===== config.mk =====
export PLATFORM = sky130hd
export DESIGN_NAME = uart_mini_rx
export DESIGN_NICKNAME = d
export VERILOG_FILES = /design/src/rtl/uart_mini_rx.sv
export SDC_FILE = /design/constraint.sdc
export NUM_CORES = 1
export LEC_CHECK = 0
export CAP_MARGIN = 10
export CORE_ASPECT_RATIO = 1.5
export CORE_MARGIN = 3
export CORE_UTILIZATION = 53
export CTS_CLUSTER_DIAMETER = 150
export DETAILED_ROUTE_END_ITERATION = 6
export HOLD_SLACK_MARGIN = 0.06
export PLACE_DENSITY = 0.85
export SLEW_MARGIN = 20
export SYNTH_ARGS = -nofsm -noshare
export SYNTH_HDL_FRONTEND = slang
export SYNTH_SLANG_ARGS = --single-unit

===== constraint.sdc =====
create_clock -name clk -period 3.9 [get_ports clk]
set_input_delay 0.585 -clock clk [delete_from_list [all_inputs] [get_ports clk]]
set_output_delay 0.585 -clock clk [all_outputs]
set_load 0.01 [all_outputs]

===== src/rtl/uart_mini_rx.sv =====
// APB-slave 8N1 UART receiver: 2-flop synchroniser, mid-bit sampling FSM, small receive FIFO.
// Optional break detection is enabled with `define UART_RX_BREAK_DETECT_EN.
module uart_mini_rx #(
  parameter int unsigned CLKS_PER_BIT    = 434,
  parameter int unsigned FIFO_DEPTH_LOG2 = 2
) (
  input  logic        clk,
  input  logic        rst_n,
  input  logic        apbs_psel,
  input  logic        apbs_penable,
  input  logic        apbs_pwrite,
  input  logic [15:0] apbs_paddr,
  input  logic [31:0] apbs_pwdata,
  output logic [31:0] apbs_prdata,
  output logic        apbs_pready,
  output logic        apbs_pslverr,
  input  logic        rx,
  output logic        rts,
  output logic        irq,
  output logic        dreq
);

  localparam int unsigned CNT_W = (CLKS_PER_BIT > 1) ? $clog2(CLKS_PER_BIT) : 1;
  localparam int unsigned PTR_W = FIFO_DEPTH_LOG2;
  localparam int unsigned OCC_W = FIFO_DEPTH_LOG2 + 1;
  localparam int unsigned DEPTH = 1 << FIFO_DEPTH_LOG2;

  localparam logic [CNT_W-1:0] HALF_RELOAD = CNT_W'(CLKS_PER_BIT / 2 - 1);
  localparam logic [CNT_W-1:0] BIT_RELOAD  = CNT_W'(CLKS_PER_BIT - 1);

  localparam logic [2:0] S_IDLE    = 3'd0;
  localparam logic [2:0] S_START   = 3'd1;
  localparam logic [2:0] S_DATA    = 3'd2;
  localparam logic [2:0] S_STOP    = 3'd3;
`ifdef UART_RX_BREAK_DETECT_EN
  localparam logic [2:0] S_BRKWAIT = 3'd4;
`endif

  logic             rx_meta, rxs;
  logic [2:0]       state, state_nxt;
  logic [CNT_W-1:0] cnt, cnt_nxt;
  logic [2:0]       bit_idx, bit_nxt;
  logic [7:0]       shift, shift_nxt;
  logic             push_c;
  logic [8:0]       push_data_c;

  logic [8:0]       mem [DEPTH];
  logic [PTR_W-1:0] wr_ptr, rd_ptr;
  logic [OCC_W-1:0] count, count_nxt;
  logic             nonempty, full;
  logic [8:0]       head;

  logic             access_c, rd_c, wr_c, pop_c, wr_en_c, ovr_set_c;
  logic [1:0]       reg_sel;
  logic             ovr, ovr_nxt, ie, ie_nxt, brk, brk_nxt;
  logic             unused_bits;

  // Two-flop synchroniser; idles high so reset cannot fake a start bit.
  always_ff @(posedge clk or negedge rst_n) begin
    if (!rst_n) begin
      rx_meta <= 1'b1;
      rxs     <= 1'b1;
    end else begin
      rx_meta <= rx;
      rxs     <= rx_meta;
    end
  end

  always_ff @(posedge clk or negedge rst_n) begin
    if (!rst_n) begin
      state   <= S_IDLE;
      cnt     <= '0;
      bit_idx <= '0;
      shift   <= '0;
    end else begin
      state   <= state_nxt;
      cnt     <= cnt_nxt;
      bit_idx <= bit_nxt;
      shift   <= shift_nxt;
    end
  end

`ifdef UART_RX_BREAK_DETECT_EN
  logic brk_set_c;
`endif

  // Receive sequencing: half-bit delay to centre on the start bit, then one bit per reload.
  always_comb begin
    state_nxt = state;
    cnt_nxt   = cnt;
    bit_nxt   = bit_idx;
    shift_nxt = shift;
    push_c    = 1'b0;
`ifdef UART_RX_BREAK_DETECT_EN
    brk_set_c = 1'b0;
`endif
    case (state)
      S_IDLE: begin
        if (!rxs) begin
          state_nxt = S_START;
          cnt_nxt   = HALF_RELOAD;
        end
      end
      S_START: begin
        if (cnt == '0) begin
          if (rxs) begin
            state_nxt = S_IDLE;
          end else begin
            state_nxt = S_DATA;
            bit_nxt   = 3'd0;
            cnt_nxt   = BIT_RELOAD;
          end
        end else begin
          cnt_nxt = cnt - CNT_W'(1);
        end
      end
      S_DATA: begin
        if (cnt == '0) begin
          shift_nxt = {rxs, shift[7:1]};
          cnt_nxt   = BIT_RELOAD;
          bit_nxt   = bit_idx + 3'd1;
          if (bit_idx == 3'd7) state_nxt = S_STOP;
        end else begin
          cnt_nxt = cnt - CNT_W'(1);
        end
      end
      S_STOP: begin
        if (cnt == '0) begin
          state_nxt = S_IDLE;
`ifdef UART_RX_BREAK_DETECT_EN
          if (!rxs && (shift == 8'h00)) begin
            brk_set_c = 1'b1;
            state_nxt = S_BRKWAIT;
          end else begin
            push_c = 1'b1;
          end
`else
          push_c = 1'b1;
`endif
        end else begin
          cnt_nxt = cnt - CNT_W'(1);
        end
      end
`ifdef UART_RX_BREAK_DETECT_EN
      S_BRKWAIT: begin
        if (rxs) state_nxt = S_IDLE;
      end
`endif
      default: state_nxt = S_IDLE;
    endcase
  end

  assign push_data_c = {~rxs, shift};

  // APB decode and FIFO control; a push into a full FIFO only lands if a pop frees a slot.
  assign access_c  = apbs_psel & apbs_penable;
  assign rd_c      = access_c & ~apbs_pwrite;
  assign wr_c      = access_c & apbs_pwrite;
  assign reg_sel   = apbs_paddr[3:2];
  assign nonempty  = (count != '0);
  assign full      = (count == OCC_W'(DEPTH));
  assign head      = mem[rd_ptr];
  assign pop_c     = rd_c & (reg_sel == 2'd0) & nonempty;
  assign wr_en_c   = push_c & (~full | pop_c);
  assign ovr_set_c = push_c & full & ~pop_c;

  always_comb begin
    count_nxt = count;
    if (wr_en_c && !pop_c) count_nxt = count + OCC_W'(1);
    else if (!wr_en_c && pop_c) count_nxt = count - OCC_W'(1);
  end

  always_comb begin
    ovr_nxt = ovr;
    if (ovr_set_c) ovr_nxt = 1'b1;
    else if (wr_c && (reg_sel == 2'd1) && apbs_pwdata[2]) ovr_nxt = 1'b0;
  end

`ifdef UART_RX_BREAK_DETECT_EN
  always_comb begin
    brk_nxt = brk;
    if (brk_set_c) brk_nxt = 1'b1;
    else if (wr_c && (reg_sel == 2'd1) && apbs_pwdata[3]) brk_nxt = 1'b0;
  end
  assign unused_bits = ^{apbs_paddr[15:4], apbs_paddr[1:0], apbs_pwdata[31:4], apbs_pwdata[1]};
`else
  assign brk_nxt     = 1'b0;
  assign unused_bits = ^{apbs_paddr[15:4], apbs_paddr[1:0], apbs_pwdata[31:3], apbs_pwdata[1]};
`endif

  assign ie_nxt = (wr_c && (reg_sel == 2'd2)) ? apbs_pwdata[0] : ie;

  always_ff @(posedge clk) begin
    if (wr_en_c) mem[wr_ptr] <= push_data_c;
  end

  // Status outputs are registered from next-state values so they track occupancy without lag.
  always_ff @(posedge clk or negedge rst_n) begin
    if (!rst_n) begin
      wr_ptr <= '0;
      rd_ptr <= '0;
      count  <= '0;
      ovr    <= 1'b0;
      ie     <= 1'b0;
      brk    <= 1'b0;
      rts    <= 1'b1;
      irq    <= 1'b0;
      dreq   <= 1'b0;
    end else begin
      if (wr_en_c) wr_ptr <= wr_ptr + PTR_W'(1);
      if (pop_c)   rd_ptr <= rd_ptr + PTR_W'(1);
      count <= count_nxt;
      ovr   <= ovr_nxt;
      ie    <= ie_nxt;
      brk   <= brk_nxt;
      rts   <= (count_nxt < OCC_W'(DEPTH - 1));
      irq   <= ie_nxt & ((count_nxt != '0) | ovr_nxt | brk_nxt);
      dreq  <= (count_nxt != '0);
    end
  end

  // Read mux; DATA comes straight from the FIFO head so the pop and the data share one access.
  always_comb begin
    apbs_prdata = '0;
    if (rd_c) begin
      case (reg_sel)
        2'd0:    if (nonempty) apbs_prdata = {22'b0, head[8], 1'b1, head[7:0]};
        2'd1:    apbs_prdata = {28'b0, brk, ovr, full, nonempty};
        2'd2:    apbs_prdata = {31'b0, ie};
        default: apbs_prdata = '0;
      endcase
    end
  end

  assign apbs_pready  = 1'b1;
  assign apbs_pslverr = 1'b0;

endmodule


==> flow_summary_export.csv <==
group,metric,value,unit
timing,finalMaxSlewViolations,0,
logic_synthesis,netlist_instances,286,
global_routing,antenna_found_initial,0,
floorplan,pin_count,91,
clock_tree,cts_resized,0,
worst_setup_path,crit_required,3.31,ns
timing,slew_headroom,56.3,%
timing,setup_violations,0,
logic_synthesis,ys_seq_area_share,54.1,%
floorplan,die_y,108,um
layout,area_growth,11.2,%
timing,finalHoldViolCount,0,
clock_tree,clk-insertion-delay-late,0.34,ns
timing,fin_tns_setup,0,ns
global_routing,grt_max_degree,37,
worst_setup_path,worstSetupEndpointType,"output port",
logic_synthesis,yosysTopAreaCellShare,29.4,%
timing,tightest_slew,0.656,ns
timing,fmaxAchievable,289,MHz
route,drt_wl_total,6.14,mm
clock_tree,numCtsBuffers,9,
logic_synthesis,synth_commonest_cells,"edfxtp_1 (36), dfrtp_1 (33), buf_4 (26), inv_1 (17), ha_1 (16)",
route,drt_iter0_drc,167,
floorplan,num_rows,36,
logic_synthesis,synthesis.area,0.00367,mm2
timing,layout_min_cycle_time,3.46,ns
logic_synthesis,synth_edf_count,36,
clock_tree,cts_hold_buf,0,
flow_run,max_cap_violations,0,
placed_design,gp_congestion,0.834,
logic_synthesis,async_reset_ff_share,50.0,%
clock_tree,numClockSinks,72,
route,ant_nets,0,
route,dr.pass1.iters,4,
outcome,outcome,"complete, no violations",
timing,rsz0062_at_grt,"no",
floorplan,core_region_area,0.00662,mm2
route,routedWlPerCell,15.6,um
logic_synthesis,synth_most_common_cell,"edfxtp_1",
logic_synthesis,ys_ff_latch,72,
layout,layout-drive-gt1-share,15.8,%
global_routing,overflow,0,
clock_tree,cts.clk_slew.worst_paths,0.06,ns
clock_tree,clockRootBuffer,"clkbuf_8",
worst_hold_path,min-delay-start,"rx_meta",
route,vias,2214,
layout,diodes,0,
worst_hold_path,holdCritPathClass,"flip-flop to flip-flop",
clock_tree,post_cts.repair.setup_buffers,0,
worst_setup_path,reg2reg_from,"count[0]",
floorplan,fp.dieW,74.0,um
clock_tree,htree_levels,3,
layout,layout.nets,382,
worst_setup_path,crit_fanout,12,
logic_synthesis,ys_dominant_reg_cell,"edfxtp_1",
worst_setup_path,path_class,"primary input to output port",
worst_setup_path,crit_arrival,2.87,ns
logic_synthesis,ys_top_cells_by_area,"edfxtp_1 (29%), dfrtp_1 (22%), mux4_2 (5.5%)",
pwr,power_density,443,mW/mm2
pwr,leakage,0.00172,uW
floorplan,die_area,0.00798,mm2
clock_tree,tritoncts,"yes",
logic_synthesis,synth_cell_types,63,
route,vias_per_cell,5.63,
global_routing,grt_use_total,17.4,%
global_routing,grt_pass1_vias,2211,
layout,postLayoutCoreUtil,61.7,%
route,drc,0,
layout,nFillCells,494,
clock_tree,cts_buffer_depth,2,
global_routing,grt_pass1_wl,10.4,mm
placed_design,io_buffers,22,
logic_synthesis,synth_top_cell_by_area,"edfxtp_1",
floorplan,start_util,55.5,%
placed_design,dp_hpwl,4.48,mm
worst_setup_path,startpoint,"apbs_paddr[2]",
logic_synthesis,yosys_warnings,0,
worst_setup_path,start_kind,"primary input",
timing,post-route-period-util,88.7,%
logic_synthesis,avgSynthCellArea,12.8,um2
timing,finClkSkew,0.00872,ns
pwr,ir_drop,0.233,mV
[registers in the layout, summed over array words and instances, names as in the netlist, 2 cells and up]
register and flops:
mem 36, cnt 9, shift 8, bit_idx 3, count 3, rd_ptr 2
state 2, wr_ptr 2
[metal layers]
layer | wire length (um) | up-vias | global-route usage (%)
met5 | 0 | - | 0
met4 | 123 | 0 | 7.77
met3 | 292 | 12 | 4.28
met2 | 3420 | 62 | 29.9
met1 | 2310 | 1075 | 20.2
li1 | - | 1065 | -
[final timing paths]
kind,endpoint,depth (start not counted),slack [ns]
max,apbs_prdata[9],6,0.44
min,rxs,0,0.36
max reg2reg,mem[0][0],7,1.13
min reg2reg,rxs,0,0.36
max in group asynchronous,rxs,2,2.88
min in group asynchronous,count[1],2,0.67
[placed cells by master (no fill, tap or decap), types with 3 or more instances in the layout]
cell type        count
a22o_1               5
inv_1               17
nand2_1             15
ha_1                16
clkbuf_8            10
clkdlybuf4s50_1     22
a21oi_1             11
dfrtp_1             33
conb_1              24
clkbuf_1             3
o21a_1               7
dfstp_2              3
mux2i_1              4
mux2_2               8
xnor2_1              4
nor3_1               3
nand4_1              3
edfxtp_1            36
mux4_2               9
o21ai_0              6
a31oi_1              4
nor2_1               8
nor4_1               3
and2_1              10
[metrics by stage]
stage               worst slack, ns  cell area, um2  total power [uW]  hold slack (ns)  instances
floorplan                      1.49            3750              1120            0.289        308
global placement              0.531            3870              1180            0.346        377
detailed placement            0.457            3870              1190            0.347        377
CTS                           0.430            4080              1830            0.357        393
global route                  0.334            4080              1900            0.359        393
finish                        0.440            4080              1810            0.357        393
[critical path: stages]
cell and delay [ns]:
clkdlybuf4s50_1 0.54, or2_1 0.32, or3_1 0.36, inv_1 0.32, and2_1 0.20, clkdlybuf4s50_1 0.55
[power breakdown]
group	total (uW)	switching [uW]	internal (uW)
Sequential	911	74.4	836
Combinational	270	135	135
Clock	628	249	378
Total	1810	459	1350
[cell families (layout without fill, tap and decap cells)]
logic type,count (synthesis),after routing,share of synthesized area (%)
XOR/XNOR,4,4,0.954
buffers and inverters,48,57,7.67
AND/OR/NAND/NOR,63,63,10.1
multiplexers,21,21,9.06
other,2,24,0.205
flip-flops,72,72,54.1
AO/OA/AOI/OAI,60,60,12.5
adder cells (fa/ha/maj),16,16,5.45
[final cells by class]
class	instances	area, um2	area share, %
sequential	72	1990	48.6
multi-input combinational	188	1490	36.4
timing repair buffer	24	235	5.76
clock buffer	13	149	3.65
tap	76	95.1	2.33
clock inverter	3	67.6	1.65
inverter	17	63.8	1.56
Power figures use the tool's default switching activity.
